## src/rtl/mem_arbiter.sv

```systemverilog
// Arbiter sharing the unified MIPS instruction/data memory between the core datapath
// and the debug port: fixed debug priority with a bounded-streak guard for the core.
module mem_arbiter #(
  parameter int ADDR_W        = 7,
  parameter int MEM_LAT       = 2,
  parameter int MAX_DBG_BURST = 3
) (
  input  logic              clk,
  input  logic              rst,
  input  logic              core_req,
  input  logic              core_we,
  input  logic [ADDR_W-1:0] core_addr,
  input  logic [31:0]       core_wdata,
  output logic              core_gnt,
  output logic [31:0]       core_rdata,
  output logic              core_done,
  input  logic              dbg_req,
  input  logic              dbg_we,
  input  logic [ADDR_W-1:0] dbg_addr,
  input  logic [31:0]       dbg_wdata,
  output logic              dbg_gnt,
  output logic [31:0]       dbg_rdata,
  output logic              dbg_done,
  output logic              mem_en,
  output logic              mem_we,
  output logic [ADDR_W-1:0] mem_addr,
  output logic [31:0]       mem_wdata,
  input  logic [31:0]       mem_rdata,
  output logic              busy,
  output logic [1:0]        owner
);

  localparam int CNT_W = $clog2(MEM_LAT + 1);
  localparam int SW    = $clog2(MAX_DBG_BURST + 1);
  localparam logic [CNT_W-1:0] CNT_INIT   = CNT_W'(MEM_LAT - 1);
  localparam logic [SW-1:0]    STREAK_MAX = SW'(MAX_DBG_BURST);
  localparam logic [1:0] OWN_NONE = 2'b00;
  localparam logic [1:0] OWN_CORE = 2'b01;
  localparam logic [1:0] OWN_DBG  = 2'b10;

  typedef enum logic [1:0] {S_IDLE, S_ACCESS, S_DONE} state_t;

  state_t              state_q, state_d;
  logic [1:0]          owner_q, owner_d;
  logic [CNT_W-1:0]    cnt_q, cnt_d;
  logic [SW-1:0]       streak_q, streak_d;
  logic                we_q, we_d;
  logic [ADDR_W-1:0]   addr_q, addr_d;
  logic [31:0]         wdata_q, wdata_d;
  logic                en_q, en_d;
  logic                mwe_q, mwe_d;
  logic                cgnt_q, cgnt_d, dgnt_q, dgnt_d;
  logic                cdone_q, cdone_d, ddone_q, ddone_d;
  logic [31:0]         crdata_q, crdata_d, drdata_q, drdata_d;
  logic                grant_core, grant_dbg;

  // The core wins a contested slot only once debug has used up its streak allowance.
  assign grant_core = core_req && (!dbg_req || (streak_q == STREAK_MAX));
  assign grant_dbg  = dbg_req && !grant_core;

  always_comb begin
    state_d  = state_q;
    owner_d  = owner_q;
    cnt_d    = cnt_q;
    streak_d = streak_q;
    we_d     = we_q;
    addr_d   = addr_q;
    wdata_d  = wdata_q;
    en_d     = 1'b0;
    mwe_d    = 1'b0;
    cgnt_d   = 1'b0;
    dgnt_d   = 1'b0;
    cdone_d  = 1'b0;
    ddone_d  = 1'b0;
    crdata_d = crdata_q;
    drdata_d = drdata_q;
    case (state_q)
      S_IDLE: begin
        if (grant_core) begin
          state_d  = S_ACCESS;
          owner_d  = OWN_CORE;
          we_d     = core_we;
          addr_d   = core_addr;
          wdata_d  = core_wdata;
          en_d     = 1'b1;
          mwe_d    = core_we;
          cgnt_d   = 1'b1;
          cnt_d    = CNT_INIT;
          streak_d = '0;
        end else if (grant_dbg) begin
          state_d  = S_ACCESS;
          owner_d  = OWN_DBG;
          we_d     = dbg_we;
          addr_d   = dbg_addr;
          wdata_d  = dbg_wdata;
          en_d     = 1'b1;
          mwe_d    = dbg_we;
          dgnt_d   = 1'b1;
          cnt_d    = CNT_INIT;
          if (!core_req)
            streak_d = '0;
          else if (streak_q != STREAK_MAX)
            streak_d = streak_q + 1'b1;
        end
      end
      S_ACCESS: begin
        if (cnt_q == '0) begin
          state_d = S_DONE;
          if (owner_q == OWN_CORE) begin
            cdone_d = 1'b1;
            if (!we_q) crdata_d = mem_rdata;
          end else begin
            ddone_d = 1'b1;
            if (!we_q) drdata_d = mem_rdata;
          end
        end else begin
          cnt_d = cnt_q - 1'b1;
          en_d  = 1'b1;
          mwe_d = we_q;
        end
      end
      S_DONE: begin
        state_d = S_IDLE;
        owner_d = OWN_NONE;
      end
      default: begin
        state_d = S_IDLE;
        owner_d = OWN_NONE;
      end
    endcase
  end

  always_ff @(posedge clk or negedge rst) begin
    if (!rst) begin
      state_q  <= S_IDLE;
      owner_q  <= OWN_NONE;
      cnt_q    <= '0;
      streak_q <= '0;
      we_q     <= 1'b0;
      addr_q   <= '0;
      wdata_q  <= '0;
      en_q     <= 1'b0;
      mwe_q    <= 1'b0;
      cgnt_q   <= 1'b0;
      dgnt_q   <= 1'b0;
      cdone_q  <= 1'b0;
      ddone_q  <= 1'b0;
      crdata_q <= '0;
      drdata_q <= '0;
    end else begin
      state_q  <= state_d;
      owner_q  <= owner_d;
      cnt_q    <= cnt_d;
      streak_q <= streak_d;
      we_q     <= we_d;
      addr_q   <= addr_d;
      wdata_q  <= wdata_d;
      en_q     <= en_d;
      mwe_q    <= mwe_d;
      cgnt_q   <= cgnt_d;
      dgnt_q   <= dgnt_d;
      cdone_q  <= cdone_d;
      ddone_q  <= ddone_d;
      crdata_q <= crdata_d;
      drdata_q <= drdata_d;
    end
  end

  assign core_gnt   = cgnt_q;
  assign core_done  = cdone_q;
  assign core_rdata = crdata_q;
  assign dbg_gnt    = dgnt_q;
  assign dbg_done   = ddone_q;
  assign dbg_rdata  = drdata_q;
  assign mem_en     = en_q;
  assign mem_we     = mwe_q;
  assign mem_addr   = addr_q;
  assign mem_wdata  = wdata_q;
  assign busy       = (state_q != S_IDLE);
  assign owner      = owner_q;

endmodule

```

## config.mk

```make
export PLATFORM = sky130hd
export DESIGN_NAME = mem_arbiter
export DESIGN_NICKNAME = d
export VERILOG_FILES = /design/src/rtl/mem_arbiter.sv
export SDC_FILE = /design/constraint.sdc
export NUM_CORES = 1
export LEC_CHECK = 0
export CORE_UTILIZATION = 42
export DETAILED_ROUTE_END_ITERATION = 7
export PLACE_DENSITY = 0.82
export SYNTH_ARGS = -nofsm -noshare
export SYNTH_HDL_FRONTEND = slang
export SYNTH_SLANG_ARGS = --single-unit
```

## constraint.sdc

```tcl
create_clock -name clk -period 2.4 [get_ports clk]
set_input_delay 0.24 -clock clk [delete_from_list [all_inputs] [get_ports clk]]
set_output_delay 0.24 -clock clk [all_outputs]
set_load 0.005 [all_outputs]
```

==> metrics.csv, run 1 <==
stage,metric,value,unit
drt,ant_nets,0,
timing,max_freq,487,MHz
worst_setup_path,cp-end-kind,flop,
placement,gp_congestion,0.812,
finish,seqCellArea,0.00295,mm^2
drt,dr_total_vias,4412,
timing,tightest_slew,0.599,ns
die,start_util,43.2,%
logic_synthesis,yosysUniqueCellTypes,28,
clocking,clkLatencyLatePin,0.41,ns
drt,dr.first_iter.drc_count,338,
worst_setup_path,crit_start,cnt_q[0],
finish,multi_input_area,0.00204,mm^2
die,die_h,113,um
global_routing,grt.overflow.total,0,
pwr,peakVddDrop,0.000525,V
logic_synthesis,synthSimpleGateAreaFrac,6.27,%
logic_synthesis,synth_top_cell_area_share,56.7,%
clocking,numCtsBuffers,17,
clocking,cts_resized,0,
timing,rsz0062_at_grt,no,
drt,firstDrtPassIters,4,
die,coreArea,0.0121,mm^2
die,dieArea,0.0129,mm^2
die,die_x,113,um
global_routing,first_global_vias,4477,
worst_setup_path,r2r_cells,6,
worst_setup_path,reg2reg_from,cnt_q[0],
worst_setup_path,start_kind,flop,
finish,final_common_cell,clkdlybuf4s50_1,
pwr,p_int,0.00775,W
logic_synthesis,muxShareOfSynthArea,18.3,%
finish,fillers,859,
timing,finalSetupViolations,0,
logic_synthesis,ys_warn_count,0,
timing,tns,0,ns
finish,antenna_cells,0,
logic_synthesis,synth_area,0.00521,mm^2
worst_setup_path,endpoint,core_rdata[2],
worst_setup_path,r2r_end,core_rdata[2],
finish,utilization,68.5,%
worst_setup_path,cp_data_arrival_time,2.34,ns
hold_path,holdCritPathClass,in -> async,
global_routing,track_usage,24.0,%
clocking,path_clk_slew,0.06,ns
timing,slew_violations,0,
logic_synthesis,synth-xor-area-share,0,%
drt,wl,14900,um
finish,drive_above_1_share,17.5,%
logic_synthesis,synth_area_leader_cell,dfrtp_1,
timing,hold_ws,0.357,ns
drt,drc,0,
worst_setup_path,required,2.69,ns
logic_synthesis,synth_seq_area_share,56.7,%
worst_setup_path,r2r_slack,0.34,ns
pwr,p_leak,3.57,nW
logic_synthesis,synth-compound-area-share,13.8,%
logic_synthesis,ys_top_cells_by_area,"dfrtp_1, mux2_4, a31oi_1, o21ai_0, a21oi_1",
global_routing,antenna_found_initial,0,
flow_run,drv_cap,0,
finish,layout.nets,763,
clocking,clock_sinks,118,
clocking,h-tree-depth,4,
clocking,cts_tree,done,
clocking,cts_root_buffer,clkbuf_16,
placement,dp_slack,0.352,ns
timing,relSlewSlack,60.1,%
timing,timing.final.hold_violations,0,
status,outcome,"finished, final reports clean",
logic_synthesis,synthesis.nets,543,
placement,io_buffers,227,
drt,wl_per_cell,18.1,um
pwr,comb_power_share,42.1,%
pwr,switching_share,29.0,%
global_routing,grt_max_degree,42,
timing,period_share,85.6,%
worst_setup_path,crit_path_max_fanout,32,
logic_synthesis,synthCells,425,
worst_setup_path,worstSetupPathType,reg -> reg,
clocking,cts_buffer_depth,2,
finish,mostFrequentLayoutCells,"clkdlybuf4s50_1, dfrtp_1, mux2_4",
pwr,power.density,1320,mW/mm^2
die,row_count,40,
pwr,pwr-share-seq,33.4,%
timing,fin_ws,0.345,ns
drt,via_per_inst,5.35,
logic_synthesis,synth_area_per_cell,12.3,um^2
pwr,p_clk_share,24.5,%
die,io_pins,228,
logic_synthesis,synth_adder_area_share,0.480,%
finish,synthToLayoutAreaGrowth,58.5,%
placement,hpwl,10200,um
pwr,power_switching,0.00316,W
timing,period_minus_slack,2.06,ns
logic_synthesis,ys_ff_latch,118,
global_routing,grt_pass1_wl,23700,um
timing,skew,0.0102,ns
logic_synthesis,synth_top_family_by_area,multiplexers,
## routing by layer
layer | track usage [%] | wire, um
met5 | 0 | 0
met4 | 9.12 | 239
met3 | 7.92 | 1340
met2 | 38.9 | 7000
met1 | 30.1 | 6330
## final cells by class
type | count | share of cell area [%]
Sequential cell | 118 | 35.8
Timing Repair Buffer | 239 | 28.9
Multi-Input combinational cell | 259 | 24.7
Clock buffer | 19 | 5.48
Tap cell | 168 | 2.55
Clock inverter | 12 | 2.14
Inverter | 10 | 0.454
## flip-flops by register name, indices dropped and copies added (netlist names)
register,flops
owner,2
mem_wdata,32
mem_addr,7
dbg_rdata,32
core_rdata,32
cnt_q,2
dbg_done,1
mem_we,1
state_q,2
core_done,1
dbg_gnt,1
mem_en,1
we_q,1
streak_q,2
core_gnt,1
## power groups by stage
stage	clock network [W]	registers, W	logic (W)
finish	0.00268	0.00365	0.00459
global route	0.00282	0.00375	0.00493
CTS	0.00272	0.00364	0.00463
detailed placement	0	0.00363	0.00460
global placement	0	0.00360	0.00446
floorplan	0	0.00360	0.00198
## stage by stage
stage	instance area [um^2]	total power, W	std cells
6_report	8260	0.0109	825
3_5_place_dp	7620	0.00823	793
5_1_grt	8260	0.0115	825
4_1_cts	8260	0.0110	825
2_1_floorplan	5210	0.00558	425
3_3_place_gp	7620	0.00806	793
## worst max-delay path, cell delays in order, from the launching register on
cell	delay, ns
dfrtp_1	0.35
inv_1	0.09
ha_1	0.22
nand3b_4	0.10
or3_2	0.45
buf_4	0.32
mux2_4	0.39
## repair_timing
action	in CTS	in global routing
hold buffers	1	0
hold endpoints to repair	37	0
buffers inserted	0	0
## worst min path at each step
stage          startpoint        endpoint  cells after the start
2_1_floorplan         rst        cnt_q[0]                      0
3_3_place_gp          rst  core_rdata[16]                      1
3_5_place_dp          rst  core_rdata[22]                      1
4_1_cts               rst  core_rdata[22]                      2
5_1_grt               rst  core_rdata[21]                      2
6_report              rst  core_rdata[22]                      2
## synth_stat cells
cell type    n
inv_2        1
or2_2        1
nor3_1       2
o311ai_0     2
a22o_1       1
or4_1        1
nand3_1     39
o21ai_0     46
nand3b_4     1
mux2_2       4
or3_1        3
clkbuf_1    27
buf_6        6
mux2_4      60
dfrtp_1    118
mux2i_1      1
nor3b_1      1
buf_2        5
inv_1        9
a31oi_1     39
nor2b_1      2
a211o_1      1
a21oi_1     42
nand2_1      2
nand2b_1     2
ha_1         2
nor2_1       6
nand4_1      1
## cells by family (layout without fill, tap and decap cells)
| logic type | Yosys count | after routing |
|---|---|---|
| fa+ha+maj | 2 | 2 |
| buf+inv | 48 | 280 |
| mux | 65 | 65 |
| flops | 118 | 118 |
| compound gates | 131 | 131 |
| simple gates | 61 | 61 |
Power figures use the tool's default switching activity.
==> run 2: changes to the inputs <==
--- a/config.mk
+++ b/config.mk
@@ -6,6 +6,7 @@
 export NUM_CORES = 1
 export LEC_CHECK = 0
 export CORE_UTILIZATION = 42
+export CTS_CLUSTER_DIAMETER = 30
 export DETAILED_ROUTE_END_ITERATION = 7
 export PLACE_DENSITY = 0.82
 export SYNTH_ARGS = -nofsm -noshare
==> results of run 2 <==
No change in the layout: final DEF, timing and power equal those of run 1.
==> run 3: changes to the inputs <==
--- a/config.mk
+++ b/config.mk
@@ -7,6 +7,7 @@
 export LEC_CHECK = 0
 export CORE_UTILIZATION = 42
 export CTS_CLUSTER_DIAMETER = 30
+export CTS_CLUSTER_SIZE = 30
 export DETAILED_ROUTE_END_ITERATION = 7
 export PLACE_DENSITY = 0.82
 export SYNTH_ARGS = -nofsm -noshare
==> results of run 3 <==
No change in the layout: final DEF, timing and power equal those of run 1.
